`src/rtl/sram1p_rr_arbiter.sv`:
```
// Round-robin arbiter sharing one single-port SRAM among NUM_REQ requesters,
// with a registered command stage and a tagged read response (latency 2).
// Optional build macro: SRAM1P_ARB_WRITE_PRIO_EN (writers win over readers).
module sram1p_rr_arbiter #(
  parameter int unsigned NUM_REQ   = 4,
  parameter int unsigned ID_WIDTH  = 2,
  parameter int unsigned WORD_SIZE = 8,
  parameter int unsigned ADDR_SIZE = 4
) (
  input  logic                           clk,
  input  logic                           rst,
  input  logic [NUM_REQ-1:0]             req_valid,
  output logic [NUM_REQ-1:0]             req_ready,
  input  logic [NUM_REQ-1:0]             req_we,
  input  logic [NUM_REQ*ADDR_SIZE-1:0]   req_addr,
  input  logic [NUM_REQ*WORD_SIZE-1:0]   req_wdata,
  output logic                           sram_write_enable,
  output logic                           sram_read_enable,
  output logic [ADDR_SIZE-1:0]           sram_address,
  output logic [WORD_SIZE-1:0]           sram_write_data,
  input  logic [WORD_SIZE-1:0]           sram_read_data,
  output logic                           rsp_valid,
  output logic [ID_WIDTH-1:0]            rsp_id,
  output logic [WORD_SIZE-1:0]           rsp_data
);

  localparam int unsigned SUM_W = ID_WIDTH + 1;

  logic [ID_WIDTH-1:0]  r_ptr;
  logic                 r_sram_we;
  logic                 r_sram_re;
  logic [ADDR_SIZE-1:0] r_sram_addr;
  logic [WORD_SIZE-1:0] r_sram_wdata;
  logic [ID_WIDTH-1:0]  r_issue_id;
  logic                 r_rsp_valid;
  logic [ID_WIDTH-1:0]  r_rsp_id;

  logic [NUM_REQ-1:0]   w_cand;
  logic                 w_found;
  logic [ID_WIDTH-1:0]  w_gnt_id;
  logic [ID_WIDTH-1:0]  w_idx;
  logic                 w_hs;
  logic [ID_WIDTH-1:0]  w_ptr_nxt;
  logic                 w_gnt_we;
  logic [ADDR_SIZE-1:0] w_gnt_addr;
  logic [WORD_SIZE-1:0] w_gnt_wdata;

  // (base + off) mod NUM_REQ, both operands already below NUM_REQ
  function automatic logic [ID_WIDTH-1:0] wrap_add(input logic [ID_WIDTH-1:0] base,
                                                    input logic [SUM_W-1:0]    off);
    logic [SUM_W-1:0] s;
    s = {1'b0, base} + off;
    if (s >= SUM_W'(NUM_REQ)) s = s - SUM_W'(NUM_REQ);
    return s[ID_WIDTH-1:0];
  endfunction

`ifdef SRAM1P_ARB_WRITE_PRIO_EN
  logic [NUM_REQ-1:0] w_wr_valid;
  assign w_wr_valid = req_valid & req_we;
  assign w_cand     = (|w_wr_valid) ? w_wr_valid : req_valid;
`else
  assign w_cand     = req_valid;
`endif

  // Circular scan from the pointer; first candidate wins
  always_comb begin
    w_found  = 1'b0;
    w_gnt_id = '0;
    w_idx    = '0;
    for (int unsigned i = 0; i < NUM_REQ; i++) begin
      w_idx = wrap_add(r_ptr, SUM_W'(i));
      if (!w_found && w_cand[w_idx]) begin
        w_found  = 1'b1;
        w_gnt_id = w_idx;
      end
    end
  end

  assign w_hs = w_found & ~rst;

  always_comb begin
    req_ready = '0;
    if (w_hs) req_ready[w_gnt_id] = 1'b1;
  end

  // Select the granted requester's command fields
  always_comb begin
    w_gnt_we    = 1'b0;
    w_gnt_addr  = '0;
    w_gnt_wdata = '0;
    for (int unsigned i = 0; i < NUM_REQ; i++) begin
      if (ID_WIDTH'(i) == w_gnt_id) begin
        w_gnt_we    = req_we[i];
        w_gnt_addr  = req_addr[i*ADDR_SIZE +: ADDR_SIZE];
        w_gnt_wdata = req_wdata[i*WORD_SIZE +: WORD_SIZE];
      end
    end
  end

  assign w_ptr_nxt = (w_gnt_id == ID_WIDTH'(NUM_REQ - 1)) ? '0 : w_gnt_id + ID_WIDTH'(1);

  always_ff @(posedge clk) begin
    if (rst) begin
      r_ptr <= '0;
    end else if (w_hs) begin
      r_ptr <= w_ptr_nxt;
    end
  end

  // Command stage; enables are one-hot or idle, address/data hold when idle
  always_ff @(posedge clk) begin
    if (rst) begin
      r_sram_we    <= 1'b0;
      r_sram_re    <= 1'b0;
      r_sram_addr  <= '0;
      r_sram_wdata <= '0;
      r_issue_id   <= '0;
    end else if (w_hs) begin
      r_sram_we    <= w_gnt_we;
      r_sram_re    <= ~w_gnt_we;
      r_sram_addr  <= w_gnt_addr;
      r_sram_wdata <= w_gnt_wdata;
      r_issue_id   <= w_gnt_id;
    end else begin
      r_sram_we    <= 1'b0;
      r_sram_re    <= 1'b0;
    end
  end

  // Response tag follows the SRAM's registered read by one cycle
  always_ff @(posedge clk) begin
    if (rst) begin
      r_rsp_valid <= 1'b0;
      r_rsp_id    <= '0;
    end else begin
      r_rsp_valid <= r_sram_re;
      r_rsp_id    <= r_issue_id;
    end
  end

  assign sram_write_enable = r_sram_we;
  assign sram_read_enable  = r_sram_re;
  assign sram_address      = r_sram_addr;
  assign sram_write_data   = r_sram_wdata;
  assign rsp_valid         = r_rsp_valid;
  assign rsp_id            = r_rsp_id;
  assign rsp_data          = sram_read_data;

endmodule
```
`config.mk`:
```
export PLATFORM = sky130hd
export DESIGN_NAME = sram1p_rr_arbiter
export DESIGN_NICKNAME = d
export VERILOG_FILES = /design/src/rtl/sram1p_rr_arbiter.sv
export SDC_FILE = /design/constraint.sdc
export NUM_CORES = 1
export LEC_CHECK = 0
export CAP_MARGIN = 20
export CORE_ASPECT_RATIO = 1.75
export CORE_UTILIZATION = 38
export DETAILED_ROUTE_END_ITERATION = 16
export PLACE_DENSITY_LB_ADDON = 0.15
export SETUP_SLACK_MARGIN = 0.3
export SLEW_MARGIN = 25
export SYNTH_ARGS = -nofsm -noshare
export SYNTH_HDL_FRONTEND = slang
export SYNTH_SLANG_ARGS = --single-unit
```
`constraint.sdc`:
```
create_clock -name clk -period 4.65 [get_ports clk]
set_clock_uncertainty 0.2 [all_clocks]
set_input_delay 0.6975 -clock clk [delete_from_list [all_inputs] [get_ports clk]]
set_output_delay 0.6975 -clock clk [all_outputs]
set_load 0.005 [all_outputs]
```
Word level (Yosys, flattened, before mapping)
Cells that the tools add are included.

Input bits: 66. Register bits after elaboration: 21. Output and inout port bits: 29.

Reduce and logical (&&, ||, !) cells: 9. Eq/ne operators: 4. Bitwise gates (word level): 4. Mux-type cells: 36. Magnitude comparators: 10. Add/subtract/negate cells: 8.

Operators with widths (count): two-way mux 8 bit (4); two-way mux 4 bit (5); two-way mux 2 bit (9); < comparator 2 x 3 -> 1 bit, second input constant (5); two-way mux 1 bit (13); greater-or-equal comparator 3 bit, second input constant (3); binary-select mux 1 bit (select 2 bit) (4); subtractor 2 x 1 -> 2 bit, second input constant (4); adder 2 x 2 -> 3 bit, second input constant (2); == test 2 bit, first input constant (2); logical AND 1 bit (4); adder 2 x 1 -> 3 bit, second input constant (1); greater-or-equal comparator 2 x 3 -> 1 bit, second input constant (1); zero test 1 bit (3); inverter 1 bit (3); adder 2 x 1 -> 2 bit, second input constant (1); demux 1 bit (select 2 bit) (1); == test 1 x 2 -> 1 bit, first input constant (1); == test 2 bit, second input constant (1); greater-or-equal comparator 2 x 1 -> 1 bit, second input constant (1); zero test 2 bit (1); OR reduction 2 bit (1); bitwise AND 1 bit (1).

Depth between registers and ports, before layout
Gate-level depths: netlist of the first run.

Depth after elaboration: 20. Mapped depth: 11. Depth with buffers taken out: 9.

Worst setup path before layout of the first run
OpenSTA, ideal clock, no wires.

Path kind: input-to-output. From: input port req_valid[2]. To: output port req_ready[3]. Data required time: 3753 ps. Path buffers: 2. Arrival time: 1929 ps. Setup slack: 1823 ps. Cell stages on the path: 8. Path through: or2b_1 a21oi_1 a211o_1 inv_1 ha_1 buf_2 clkbuf_4 and2_1.

Cells in the longest elaborated chain, start to end: 17. Elaborated cells on any way between the ends: 29.

RTL lines: start: declaration (line 12) `input logic [NUM_REQ-1:0] req_valid,`; binary-select mux 1 bit (select 2 bit) (line 72) `if (!w_found && w_cand[w_idx]) begin`; two-way mux 1 bit (implied by the code) (line 72); two-way mux 1 bit (line 72); zero test 1 bit (line 72); logical AND 1 bit (line 72); two-way mux 1 bit (line 72); zero test 1 bit (line 72); logical AND 1 bit (line 72); (+2 left out); logical AND 1 bit (line 72); two-way mux 2 bit * (line 72); named net w_gnt_id[0] (line 40) `logic [ID_WIDTH-1:0] w_gnt_id;`; < comparator 2 x 3 -> 1 bit (implied by the code) or greater-or-equal comparator 2 x 1 -> 1 bit (tied branches) (line 83) `if (w_hs) req_ready[w_gnt_id] = 1'b1;`; logical AND 1 bit (implied by the code) (line 83); two-way mux 1 bit (implied by the code) (line 83); demux 1 bit (select 2 bit) * (line 83); two-way mux 4 bit * (line 83); end: declaration (line 13) `output logic [NUM_REQ-1:0] req_ready,`.

Mark *: on every way through the listed nets, which the timed path passes. The rest lies on a longest branch. The select of a mux whose other input is x is not followed.

Worst setup path after layout of the first run
From: input port req_valid[0]. To: output port req_ready[2].

Same word-level chain as after synthesis.

==> impl_metrics.csv, run 1 <==
group,metric,value,unit
power_and_ir_drop,fin_total_pwr,720.6,uW
placement,io_buffers,78,
run,max_cap_violations,0,
grt,antenna_found_initial,0,
detailed_routing,drc,0,
placement,dp_hpwl,2850,um
grt,gr-total-overflow,0,
logic_synthesis,synth_seq_area_share,29.87,%
clock_network,h-tree-depth,1,
clock_network,clockBufferDepth,2,
clock_network,cts.sinks,21,
detailed_routing,routedWlPerCell,13.05,um
logic_synthesis,yosysWarnings,0,
floorplan,core_region_area,3468,sq um
grt,grt_pass1_vias,1266,
grt,grt_max_degree,28,
logic_synthesis,synth_cells,172,
setup_path,crit_path_start_kind,"primary input",
cells_and_area,utilization,63.13,%
logic_synthesis,yosys_register_bits,21,
sta,min_period_over_period,82.80,%
sta,hold_violations,0,
floorplan,start_util,40.58,%
logic_synthesis,synth_top_cell_by_area,"dfxtp_1",
logic_synthesis,synth_area,1408,sq um
cells_and_area,register_area,420.4,sq um
setup_path,critPathMaxFanout,27,
sta,drv_slew,0,
setup_path,cp_common_cell,"clkdlybuf4s50_1",
floorplan,die_x,48.01,um
setup_path,critical_path.max_stage_delay,0.59,ns
setup_path,cp_slowest_cell,"clkdlybuf4s50_1",
floorplan,num_rows,28,
clock_network,numCtsBuffers,3,
min_path,hp-class,"reg2reg",
grt,track_usage,20.01,%
power_and_ir_drop,ir_drop,0.2074,mV
sta,fin_crit,3.850,ns
floorplan,die-height,82.51,um
floorplan,die_area,3961,sq um
clock_network,cts_tree,"built",
logic_synthesis,synthTopCellsByArea,"dfxtp_1 (30%), a221oi_1 (7.5%), a21oi_1 (7.1%), nand3b_1 (6.4%), buf_4 (4.8%)",
logic_synthesis,yosys.area_share.simple,25.16,%
logic_synthesis,yosysTopAreaCellShare,29.87,%
setup_path,cpLargestDelayFamily,"buffers and inverters",
detailed_routing,via_per_inst,5.123,
placement,gp_congestion,0.7893,
clock_network,cts_hold_buffers,0,
sta,worstMarginPinSlew,0.5864,ns
logic_synthesis,synth_top_family_by_area,"compound AO/OA/AOI/OAI gates",
clock_network,cts.clk_slew.worst_paths,0.07,ns
sta,max_freq,259.7,MHz
detailed_routing,routed_wl,3706,um
setup_path,end_kind,"primary output",
setup_path,worst-path-buf-inv,4,
logic_synthesis,synth_compound_area_share,26.31,%
floorplan,io_pins,95,
cells_and_area,fillers,321,
setup_path,crit_path_cell_trace,"clkdlybuf4s50_1, a21o_1, a21oi_1, o22ai_1, inv_1, ha_1, buf_4, and2_1, clkdlybuf4s50_1",
sta,setup_violations,0,
cells_and_area,antennaDiodeCount,0,
logic_synthesis,avgSynthCellArea,8.184,sq um
sta,rsz0062_at_grt,"no",
cells_and_area,synthToLayoutAreaGrowth,55.56,%
setup_path,crit_arrival,2.95,ns
cells_and_area,final_cell_mix,"clkdlybuf4s50_1 (78), dfxtp_1 (21), a21oi_1 (20)",
logic_synthesis,yosys.area_share.adder,3.556,%
clock_network,root_buffer,"clkbuf_8",
clock_network,post-cts-setup-buffers,0,
setup_path,critPathKind,"in2out",
cells_and_area,drive_above_1_share,9.205,%
clock_network,cts_resized,0,
cells_and_area,layout_commonest_cell,"clkdlybuf4s50_1",
logic_synthesis,synth_xor_area_share,0,%
cells_and_area,nets,310,
logic_synthesis,synth_nets,242,
detailed_routing,drtAntennaViolNets,0,
sta,relSlewSlack,60.80,%
logic_synthesis,synth_cell_types,31,
setup_path,cp.required,3.75,ns
power_and_ir_drop,leakage,0.8598,nW
detailed_routing,drt_iter0_drc,42,
status,status,"completed",
cells_and_area,multi_input_area,774.5,sq um
clock_network,clkLatencyLatePin,0.25,ns
logic_synthesis,synth_mux_area_share,0,%
power_and_ir_drop,pwr_density_cell,329.1,nW/um^2
detailed_routing,vias,1455,
sta,final.setup.tns,0,ns
detailed_routing,dr.pass1.iters,4,
grt,grt_pass1_wl,5720,um
==> layer usage <==
metal	routed length, um	global-route usage (%)
met5	0	0
met4	63	8.889
met3	211	4.130
met2	1990	32.30
met1	1440	24.51
==> final cells by class <==
type / instances / share of cell area, %
clock buffer: 4 / 2.057
inverter: 18 / 3.086
multi-input combinational: 112 / 35.37
sequential: 21 / 19.20
tap: 45 / 2.571
timing repair buffer: 84 / 37.71
==> synth_stat cells <==
| library cell | count |
|---|---|
| nand3_1 | 1 |
| inv_1 | 18 |
| clkbuf_1 | 2 |
| dfxtp_1 | 21 |
| a221oi_1 | 12 |
| ha_1 | 4 |
| nor2b_1 | 3 |
| nor2_1 | 14 |
| nor3_2 | 6 |
| nor4_4 | 1 |
| a22oi_1 | 1 |
| buf_4 | 9 |
| o21ai_0 | 1 |
| buf_6 | 3 |
| o32ai_1 | 1 |
| a21o_1 | 1 |
| clkbuf_4 | 1 |
| o22ai_1 | 2 |
| nand3b_1 | 12 |
| buf_1 | 1 |
| a211oi_2 | 5 |
| or2b_1 | 1 |
| a21oi_1 | 20 |
| a211oi_1 | 7 |
| nor3_1 | 7 |
| or3_2 | 1 |
| nand2_1 | 5 |
| nand2b_1 | 1 |
| buf_2 | 5 |
| a211o_1 | 1 |
| and2_1 | 5 |
==> where the power goes <==
part           switching, mW  total, mW  internal, mW
clock network         0.0527      0.114        0.0608
logic                  0.164      0.370         0.206
registers             0.0196      0.238         0.218
==> final timing paths <==
check        cells past startpoint  slack, ns                              end                       start
min reg2reg                      2       0.25       r_issue_id[1]$_SDFFE_PP0N_  r_issue_id[1]$_SDFFE_PP0N_
min                              2       0.25       r_issue_id[1]$_SDFFE_PP0N_  r_issue_id[1]$_SDFFE_PP0N_
max                              9       0.80                     req_ready[2]                req_valid[0]
max reg2reg                     10       2.24  sram_write_data[4]$_SDFFE_PP0N_       r_ptr[0]$_SDFFE_PP0N_
==> stage by stage <==
step                cell area (sq um)  hold slack, ns  worst slack [ns]  std cells
floorplan                        1408          0.2318             1.823        172
global placement                 2145          0.2410            0.8545        280
detailed placement               2145          0.2432            0.8078        280
CTS                              2190          0.2527            0.7946        284
global route                     2190          0.2716            0.6440        284
finish                           2190          0.2510            0.7997        284
==> tightest hold or removal path: cells and delay by family (launching register included) <==
| kind | cells | cell delay [ns] |
|---|---|---|
| flip-flops | 1 | 0.31 |
| AND/OR/NAND/NOR | 1 | 0.05 |
| AO/OA/AOI/OAI | 1 | 0.05 |
==> cells by family after synthesis <==
| group | after synthesis |
|---|---|
| AO/OA/AOI/OAI | 51 |
| flip-flops | 21 |
| adder cells (fa/ha/maj) | 4 |
| buffers and inverters | 39 |
| AND/OR/NAND/NOR | 57 |
==> sequential cells by signal, indices dropped and copies added, names as in the netlist <==
name,cells
rsp_valid,1
sram_write_data,8
r_issue_id,2
sram_write_enable,1
sram_address,4
sram_read_enable,1
r_ptr,2
rsp_id,2
Note: power is estimated with default switching activity, not from simulation.
==> run 2, diff against run 1 <==
--- a/config.mk
+++ b/config.mk
@@ -7,7 +7,7 @@
 export LEC_CHECK = 0
 export CAP_MARGIN = 20
 export CORE_ASPECT_RATIO = 1.75
-export CORE_UTILIZATION = 38
+export CORE_UTILIZATION = 32
 export DETAILED_ROUTE_END_ITERATION = 16
 export PLACE_DENSITY_LB_ADDON = 0.15
 export SETUP_SLACK_MARGIN = 0.3
==> constraint.sdc (replaced) <==
create_clock -name clk -period 3.3 [get_ports clk]
set_clock_uncertainty 0.2 [all_clocks]
set_input_delay 0.495 -clock clk [delete_from_list [all_inputs] [get_ports clk]]
set_output_delay 0.495 -clock clk [all_outputs]
set_load 0.005 [all_outputs]
==> run 2 against run 1 <==
  * Final area increased by 0.51%
  * Cell count rose by 1.8%
  * Total power increased by 41%
  * Sequential cell count unchanged
  * Die area grew 18%
  * Critical path type unchanged
==> impl_metrics.csv, run 2 (synthesized netlist as in run 1, its figures left out) <==
group,metric,value,unit
status,status,"completed",
grt,grt_pass1_vias,1366,
grt,grt_max_degree,28,
sta,fin_crit,2.929,ns
detailed_routing,vias,1439,
cells_and_area,layout_commonest_cell,"clkdlybuf4s50_1",
setup_path,critPathKind,"in2out",
floorplan,core_region_area,4189,sq um
detailed_routing,dr.pass1.iters,4,
min_path,hp-class,"reg2reg",
power_and_ir_drop,ir_drop,0.2873,mV
floorplan,start_util,33.60,%
floorplan,die-height,89.74,um
sta,max_freq,341.5,MHz
power_and_ir_drop,pwr_density_cell,462.8,nW/um^2
power_and_ir_drop,fin_total_pwr,1.019,mW
clock_network,clockBufferDepth,2,
clock_network,h-tree-depth,1,
setup_path,crit_arrival,2.23,ns
min_path,min_delay_path_depth,2,
sta,setup_ws,0.3713,ns
clock_network,cts.clk_slew.worst_paths,0.07,ns
power_and_ir_drop,leakage,0.9030,nW
setup_path,ff2ff_path_depth,9,
cells_and_area,final_cells,289,
floorplan,num_rows,31,
grt,grt_pass1_wl,6175,um
detailed_routing,drc,0,
grt,track_usage,17.21,%
grt,gr-total-overflow,0,
cells_and_area,largest_reg_flops,8,
sta,setup_violations,0,
clock_network,post-cts-setup-buffers,0,
placement,place_inst,285,
sta,drv_slew,0,
floorplan,io_pins,95,
floorplan,die_area,4678,sq um
sta,relSlewSlack,60.87,%
cells_and_area,synthToLayoutAreaGrowth,56.36,%
setup_path,cp.required,2.60,ns
cells_and_area,drive_above_1_share,11.25,%
detailed_routing,via_per_inst,4.979,
sta,rsz0062_at_grt,"yes",
setup_path,critPathMaxFanout,5,
cells_and_area,nets,311,
grt,antenna_found_initial,0,
detailed_routing,routed_wl,3820,um
cells_and_area,antennaDiodeCount,0,
cells_and_area,final_cell_mix,"clkdlybuf4s50_1 (72), dfxtp_1 (21), a21oi_1 (20)",
floorplan,die_x,52.14,um
placement,gp_congestion,0.7652,
detailed_routing,drt_iter0_drc,20,
clock_network,cts_tree,"built",
cells_and_area,fillers,429,
cells_and_area,multi_input_area,774.5,sq um
setup_path,crit_path_start_kind,"primary input",
clock_network,numCtsBuffers,3,
cells_and_area,register_area,420.4,sq um
placement,place_ws,0.05023,ns
placement,io_buffers,78,
clock_network,clkLatencyLatePin,0.25,ns
setup_path,end_kind,"primary output",
sta,hold_violations,0,
sta,final.setup.tns,0,ns
clock_network,cts.sinks,21,
sta,min_period_over_period,88.75,%
sta,worstMarginPinSlew,0.5853,ns
placement,dp_hpwl,2991,um
clock_network,root_buffer,"clkbuf_8",
detailed_routing,routedWlPerCell,13.22,um
detailed_routing,drtAntennaViolNets,0,
run,max_cap_violations,0,
run 2: worst max-delay path, cell delays in order:
cell and delay (ns):
dlygate4sd2_1 0.29, or2b_1 0.23, a21oi_1 0.13, a211o_1 0.20, inv_2 0.07, ha_1 0.21
and2_1 0.13, clkdlybuf4s50_1 0.46
run 2: report_power, final:
group,internal [mW],leakage (nW),switching [mW]
Combinational,0.291,0.704,0.229
Sequential,0.307,0.174,0.0269
Clock,0.0839,0.0255,0.0805
Total,0.682,0.903,0.337
run 2: layout make-up:
type,instances,area share (%)
multi-input combinational,112,35.19
timing repair buffer,85,37.75
sequential,21,19.10
inverter,18,3.070
tap,49,2.786
clock buffer,3,1.876
clock inverter,1,0.2274
run 2: repair_timing:
item | 4_1_cts | 5_1_grt
setup endpoints to repair | 4 | 3
gates resized for setup | 4 | 7
hold buffers | 0 | 0
pin swaps | 1 | 1
run 2: path summary, 6_finish.rpt:
kind,start,to,slack [ns]
max,req_valid[1],req_ready[1],0.37
min,r_issue_id[1]$_SDFFE_PP0N_,r_issue_id[1]$_SDFFE_PP0N_,0.25
max reg2reg,r_ptr[1]$_SDFFE_PP0N_,r_ptr[0]$_SDFFE_PP0N_,0.98
min reg2reg,r_issue_id[1]$_SDFFE_PP0N_,r_issue_id[1]$_SDFFE_PP0N_,0.25
run 2: per-layer routing:
layer  global-route usage (%)  share of wire [%]  up-vias
li1                         -                  -      739
met1                    19.88                 38      651
met2                    31.20                 57       45
met3                    2.030                3.9        4
met4                    5.482               0.89        0
met5                        0                  0        -
run 2: metrics by stage:
| stage | instance area (sq um) | hold slack [ns] | utilization [%] |
|---|---|---|---|
| after global routing | 2201 | 0.2729 | 52.54 |
| after floorplan | 1408 | 0.2318 | - |
| final | 2201 | 0.2527 | 52.54 |
| after CTS | 2198 | 0.2557 | 52.48 |
| after detailed placement | 2157 | 0.2454 | 51.49 |
| after global placement | 2157 | 0.2409 | 51.49 |
